## src/rtl/mem_top.sv

```systemverilog
// mem_top: memory-access pipeline stage. Runs word loads/stores over the shared
// bus via a req/grant/ready master FSM, flags misaligned accesses, and
// produces the MEM/WB register plus a combinational forwarding value.
module mem_top (
  input  logic        clk,
  input  logic        reset,
  input  logic        stall,
  input  logic        flush,
  output logic        busy,
  input  logic [29:0] ex_pc,
  input  logic        ex_en,
  input  logic        ex_br_flag,
  input  logic [1:0]  ex_ctrl_op,
  input  logic [4:0]  ex_dst_addr,
  input  logic        ex_gpr_we_,
  input  logic [2:0]  ex_exp_code,
  input  logic [1:0]  ex_mem_op,
  input  logic [31:0] ex_mem_wr_data,
  input  logic [31:0] ex_out,
  output logic        bus_req_,
  input  logic        bus_grnt_,
  output logic        bus_as_,
  output logic        bus_rw,
  output logic [29:0] bus_addr,
  output logic [31:0] bus_wr_data,
  input  logic [31:0] bus_rd_data,
  input  logic        bus_rdy_,
  output logic [31:0] fwd_data,
  output logic [29:0] mem_pc,
  output logic        mem_en,
  output logic        mem_br_flag,
  output logic [1:0]  mem_ctrl_op,
  output logic [4:0]  mem_dst_addr,
  output logic        mem_gpr_we_,
  output logic [2:0]  mem_exp_code,
  output logic [31:0] mem_out
);

  typedef enum logic [1:0] {ST_IDLE, ST_REQ, ST_ACCESS, ST_STALL} state_t;

  typedef struct packed {
    logic [29:0] pc;
    logic        en;
    logic        br_flag;
    logic [1:0]  ctrl_op;
    logic [4:0]  dst_addr;
    logic        gpr_we_;
    logic [2:0]  exp_code;
    logic [31:0] out;
  } mem_wb_t;

  localparam logic [1:0] MEM_OP_LDW     = 2'd1;
  localparam logic [1:0] MEM_OP_STW     = 2'd2;
  localparam logic [2:0] EXP_NONE       = 3'd0;
  localparam logic [2:0] EXP_MISS_ALIGN = 3'd4;

  localparam mem_wb_t MEM_WB_CLEAR = '{pc: 30'd0, en: 1'b0, br_flag: 1'b0,
                                       ctrl_op: 2'd0, dst_addr: 5'd0, gpr_we_: 1'b1,
                                       exp_code: 3'd0, out: 32'd0};

  state_t      state_q, state_d;
  logic        bus_req_q, bus_req_d;
  logic        bus_as_q, bus_as_d;
  logic        bus_rw_q, bus_rw_d;
  logic [29:0] bus_addr_q, bus_addr_d;
  logic [31:0] bus_wr_data_q, bus_wr_data_d;
  logic [31:0] rd_buf_q, rd_buf_d;
  mem_wb_t     mem_wb_q, mem_wb_d;

  logic access_valid;
  logic miss_align;
  logic bus_request;

  // Classify the instruction sitting in EX/MEM: memory access, misaligned, or bus-worthy
  always_comb begin
    access_valid = ex_en && (ex_exp_code == EXP_NONE) &&
                   ((ex_mem_op == MEM_OP_LDW) || (ex_mem_op == MEM_OP_STW));
    miss_align   = access_valid && (ex_out[1:0] != 2'b00);
    bus_request  = access_valid && !miss_align && !flush;
  end

  // Bus-master next state, registered bus strobes, busy and forwarding mux
  always_comb begin
    state_d       = state_q;
    busy          = 1'b0;
    bus_req_d     = 1'b1;
    bus_as_d      = 1'b1;
    bus_rw_d      = bus_rw_q;
    bus_addr_d    = bus_addr_q;
    bus_wr_data_d = bus_wr_data_q;
    rd_buf_d      = rd_buf_q;
    fwd_data      = ex_out;
    case (state_q)
      ST_IDLE: begin
        if (bus_request) begin
          bus_req_d = 1'b0;
          busy      = 1'b1;
          state_d   = ST_REQ;
        end
      end
      ST_REQ: begin
        if (flush) begin
          state_d = ST_IDLE;
        end else begin
          busy      = 1'b1;
          bus_req_d = 1'b0;
          if (!bus_grnt_) begin
            bus_as_d      = 1'b0;
            bus_rw_d      = (ex_mem_op == MEM_OP_LDW);
            bus_addr_d    = ex_out[31:2];
            bus_wr_data_d = ex_mem_wr_data;
            state_d       = ST_ACCESS;
          end
        end
      end
      ST_ACCESS: begin
        if (!bus_rdy_) begin
          rd_buf_d = bus_rd_data;
          if (bus_rw_q) begin
            fwd_data = bus_rd_data;
          end
          state_d = stall ? ST_STALL : ST_IDLE;
        end else begin
          busy      = 1'b1;
          bus_req_d = 1'b0;
        end
      end
      ST_STALL: begin
        if (bus_rw_q) begin
          fwd_data = rd_buf_q;
        end
        if (!stall) begin
          state_d = ST_IDLE;
        end
      end
      default: state_d = ST_IDLE;
    endcase
  end

  // MEM/WB update: stall holds, flush clears, misaligned raises MISS_ALIGN
  always_comb begin
    mem_wb_d = mem_wb_q;
    if (!stall) begin
      if (flush) begin
        mem_wb_d = MEM_WB_CLEAR;
      end else begin
        mem_wb_d.pc       = ex_pc;
        mem_wb_d.en       = ex_en;
        mem_wb_d.br_flag  = ex_br_flag;
        mem_wb_d.ctrl_op  = ex_ctrl_op;
        mem_wb_d.dst_addr = ex_dst_addr;
        mem_wb_d.gpr_we_  = ex_gpr_we_;
        mem_wb_d.exp_code = ex_exp_code;
        mem_wb_d.out      = fwd_data;
        if (miss_align) begin
          mem_wb_d.exp_code = EXP_MISS_ALIGN;
          mem_wb_d.gpr_we_  = 1'b1;
        end
      end
    end
  end

  // State, bus output and read-buffer registers
  always_ff @(posedge clk or negedge reset) begin
    if (!reset) begin
      state_q       <= ST_IDLE;
      bus_req_q     <= 1'b1;
      bus_as_q      <= 1'b1;
      bus_rw_q      <= 1'b1;
      bus_addr_q    <= 30'd0;
      bus_wr_data_q <= 32'd0;
      rd_buf_q      <= 32'd0;
    end else begin
      state_q       <= state_d;
      bus_req_q     <= bus_req_d;
      bus_as_q      <= bus_as_d;
      bus_rw_q      <= bus_rw_d;
      bus_addr_q    <= bus_addr_d;
      bus_wr_data_q <= bus_wr_data_d;
      rd_buf_q      <= rd_buf_d;
    end
  end

  // MEM/WB pipeline register
  always_ff @(posedge clk or negedge reset) begin
    if (!reset) begin
      mem_wb_q <= MEM_WB_CLEAR;
    end else begin
      mem_wb_q <= mem_wb_d;
    end
  end

  assign bus_req_     = bus_req_q;
  assign bus_as_      = bus_as_q;
  assign bus_rw       = bus_rw_q;
  assign bus_addr     = bus_addr_q;
  assign bus_wr_data  = bus_wr_data_q;
  assign mem_pc       = mem_wb_q.pc;
  assign mem_en       = mem_wb_q.en;
  assign mem_br_flag  = mem_wb_q.br_flag;
  assign mem_ctrl_op  = mem_wb_q.ctrl_op;
  assign mem_dst_addr = mem_wb_q.dst_addr;
  assign mem_gpr_we_  = mem_wb_q.gpr_we_;
  assign mem_exp_code = mem_wb_q.exp_code;
  assign mem_out      = mem_wb_q.out;

endmodule
```

## config.mk

```make
export PLATFORM = sky130hd
export DESIGN_NAME = mem_top
export DESIGN_NICKNAME = d
export VERILOG_FILES = /design/src/rtl/mem_top.sv
export SDC_FILE = /design/constraint.sdc
export NUM_CORES = 1
export LEC_CHECK = 0
export ABC_CLOCK_PERIOD_IN_PS = 2400
export CORE_ASPECT_RATIO = 0.7
export CORE_UTILIZATION = 48
export DETAILED_ROUTE_END_ITERATION = 16
export GPL_TIMING_DRIVEN = 1
export MAX_ROUTING_LAYER = met4
export PLACE_DENSITY = 0.87
export SYNTH_ARGS = -nofsm -noshare
export SYNTH_HDL_FRONTEND = slang
export SYNTH_SLANG_ARGS = --single-unit
```

## constraint.sdc

```tcl
create_clock -name clk -period 2.4 [get_ports clk]
set_input_delay 0.48 -clock clk [delete_from_list [all_inputs] [get_ports clk]]
set_output_delay 0.48 -clock clk [all_outputs]
set_load 0.01 [all_outputs]
```

==> flow_summary.json <==
{
  "tightestPinTransition_ps": 464,
  "cp.arrival_ps": 2040,
  "rr_worst_depth": 11,
  "ys_types": 40,
  "synth_seq_cells": 174,
  "core_sq_um": 16600,
  "gp_congestion": 0.864,
  "fp-row-count": 39,
  "maxSlewHeadroom_pct": 69.1,
  "hp-class": "flop to flop",
  "cp.buffers_inverters": 3,
  "outcome": "complete, but fails checks",
  "drcViolationCount": 0,
  "clk-insertion-delay-late_ps": 430,
  "wirelength_um": 31600,
  "portBuffers": 319,
  "violations": "setup timing",
  "final_common_cell": "clkdlybuf4s50_1",
  "grt_max_degree": 51,
  "drtPass1Iterations": 5,
  "vias_per_cell": 5.76,
  "finClkSkew_ps": 7.15,
  "cts_tree": "done",
  "final_util_pct": 82.2,
  "netlist.top_cell.by_area": "dfrtp_1",
  "post-place-ws_ps": -927,
  "place_hpwl_um": 19700,
  "timing.critical_path.mode_cell": "buf_12",
  "grt_first_pass_wirelength_um": 47500,
  "grt_pass1_vias": 8537,
  "min_path_cells": 2,
  "synth_edf_count": 0,
  "avgSynthCellArea_sq_um": 10.1,
  "critical-path-top-delay-family": "flip-flops",
  "slowest_delay_ps": 590,
  "maxCapViolCount": 0,
  "peakVddDrop_v": 0.000395,
  "grt_use_total_pct": 35.5,
  "crit_path_start_kind": "flop",
  "maxSlewViolCount": 0,
  "final_cell_mix": "clkdlybuf4s50_1 (278), nand2_1 (225), dfrtp_1 (168)",
  "wl_per_cell_um": 21.4,
  "synth_top_area_share_pct": 51.1,
  "numClockSinks": 174,
  "grt-ovfl-total": 0,
  "finalWorstSetupSlack_ps": -121,
  "max_freq_mhz": 397,
  "htreeDepth": 4,
  "synth-warning-count": 0,
  "setup_violations": 30,
  "fin_cells": 1474,
  "final_area_sq_um": 13700,
  "seq_area_sq_um": 4360,
  "area.growth.synth_to_final_pct": 64.2,
  "antenna_found_initial": 1,
  "root_buffer": "clkbuf_16",
  "num_vias": 8496,
  "worstSetupPathType": "flop to output pin",
  "clk_pin_slew_ps": 70,
  "p_leak_nw": 6.31,
  "cp.required_ps": 1920,
  "drive_above_1_share_pct": 24.5,
  "cpMaxStageDelayCell": "dfstp_2",
  "boundaryPins": 320,
  "crit_chain": "nor2b_4 -> buf_12 -> buf_12 -> mux2i_4 -> o21ai_1 -> buf_2",
  "async_reset_ff_share_pct": 100,
  "dp.cells": 1363,
  "layout.nets": 1383,
  "nFillCells": 946,
  "p_per_area_nw_per_um2": 547,
  "drtAntennaViolNets": 0,
  "path_depth": 6,
  "die_h_um": 112,
  "yosys-top-cells-area": "dfrtp_1 (51%), nand2_1 (10%), a22o_1 (4.3%)",
  "fin_crit_sh_pct": 105,
  "yosysSeqAreaShare_pct": 52.4,
  "clockBufferDepth": 2,
  "drt-initial-drc-count": 619,
  "synthCells": 821,
  "cts_made_buffers": 17,
  "rsz0062_at_grt": "true",
  "syn_nets": 969,
  "fin_crit_ps": 2520,
  "die-area_sq_um": 17900,
  "multi_input_area_sq_um": 4050,
  "place_area_sq_um": 12100,
  "syn_area_sq_um": 8330,
  "fp.dieW_um": 159,
  "hold_viol": 0,
  "start_util_pct": 50.0,
  "tns_ps": -2450,
  "endpoint_kind": "output pin",
  "synthFlopType": "dfrtp_1",
  "critPathMaxFanout": 7
}
-- cell type report --
type                    count  share of cell area (%)
flip-flops and latches    174                    31.9
clock buffers              19                    3.31
diodes                      1                  0.0183
clock inverters            13                   0.942
multi-input cells         576                    29.6
repair buffers            461                    32.0
inverters                   5                   0.137
well taps                 225                    2.06
-- logic make-up (layout without fill, tap and decap cells) --
kind of cell               Yosys count  in the layout  synth area share (%)
and+or+nand+nor                    366            366                  22.3
muxes                               63             63                  8.05
adders and majority gates            1              1                 0.150
other                                0              1                     0
DFF                                174            174                  52.4
buffers and inverters               71            498                  4.39
AOI/OAI and AO/OA                  146            146                  12.8
-- registers in the layout, summed over array words and instances, names as in the netlist --
name,count
bus_addr,30
bus_as_,1
bus_req_,1
bus_rw,1
bus_wr_data,32
mem_br_flag,1
mem_ctrl_op,2
mem_dst_addr,5
mem_en,1
mem_exp_code,3
mem_gpr_we_,1
mem_out,32
mem_pc,30
rd_buf_q,32
state_q,2
-- worst paths after layout --
kind	slack [ps]	from	endpoint
max reg2reg	230	bus_rw	mem_out[18]
min in group asynchronous	540	reset	bus_addr[5]
min	470	bus_wr_data[15]	bus_wr_data[15]
max	-120	bus_rw	fwd_data[9]
max in group asynchronous	1140	reset	mem_gpr_we_
min reg2reg	470	bus_wr_data[15]	bus_wr_data[15]
-- repair_timing --
| item | CTS | global route |
|---|---|---|
| gates cloned | 4 | 2 |
| gates resized for setup | 184 | 58 |
| setup endpoints to repair | 34 | 33 |
| pin swaps | 3 | 5 |
| buffers inserted | 63 | 10 |
| hold buffers | 1 | 0 |
| endpoints found under the hold margin | 35 | 0 |
-- through the flow --
| step | hold slack (ps) | power [mW] |
|---|---|---|
| after floorplan | 184 | 3.70 |
| after global placement | 442 | 4.58 |
| after detailed placement | 440 | 4.62 |
| after CTS | 478 | 7.43 |
| after global routing | 493 | 7.74 |
| final | 475 | 7.49 |
-- synth_stat cells, types with 2 or more instances --
cell	n
nand2_1	225
dfrtp_1	170
a22o_1	41
nor2b_1	33
o31ai_1	33
nor3_1	32
o211ai_1	32
and3b_1	31
and4_1	31
mux2i_1	31
clkbuf_1	30
mux2_2	30
buf_2	21
o21ai_1	18
o21ai_0	15
buf_4	7
buf_6	6
dfstp_2	4
inv_1	4
nand2b_1	3
nor2_1	3
a21oi_1	2
mux2_1	2
-- metal layers --
metal / track usage [%] / vias to the layer above / part of all wire, %
met3: 8.31 / 73 / 7.9
met5: - / - / 0
met2: 56.6 / 425 / 48
li1: - / 3748 / -
met4: 14.5 / 0 / 3.0
met1: 43.9 / 4250 / 41
-- worst reg2reg max path: cells and delay by family, from the launching register on --
family / cells / cell delay [ps]
simple gates: 1 / 210
flops: 1 / 590
compound gates: 1 / 150
mux: 1 / 90
buf+inv: 8 / 1050
-- power breakdown --
group          total (mW)  switching (mW)  internal, mW
Clock                2.74            1.23          1.51
Combinational        1.51           0.654         0.853
Sequential           3.24           0.113          3.13
Note: power is estimated with default switching activity, not from simulation.
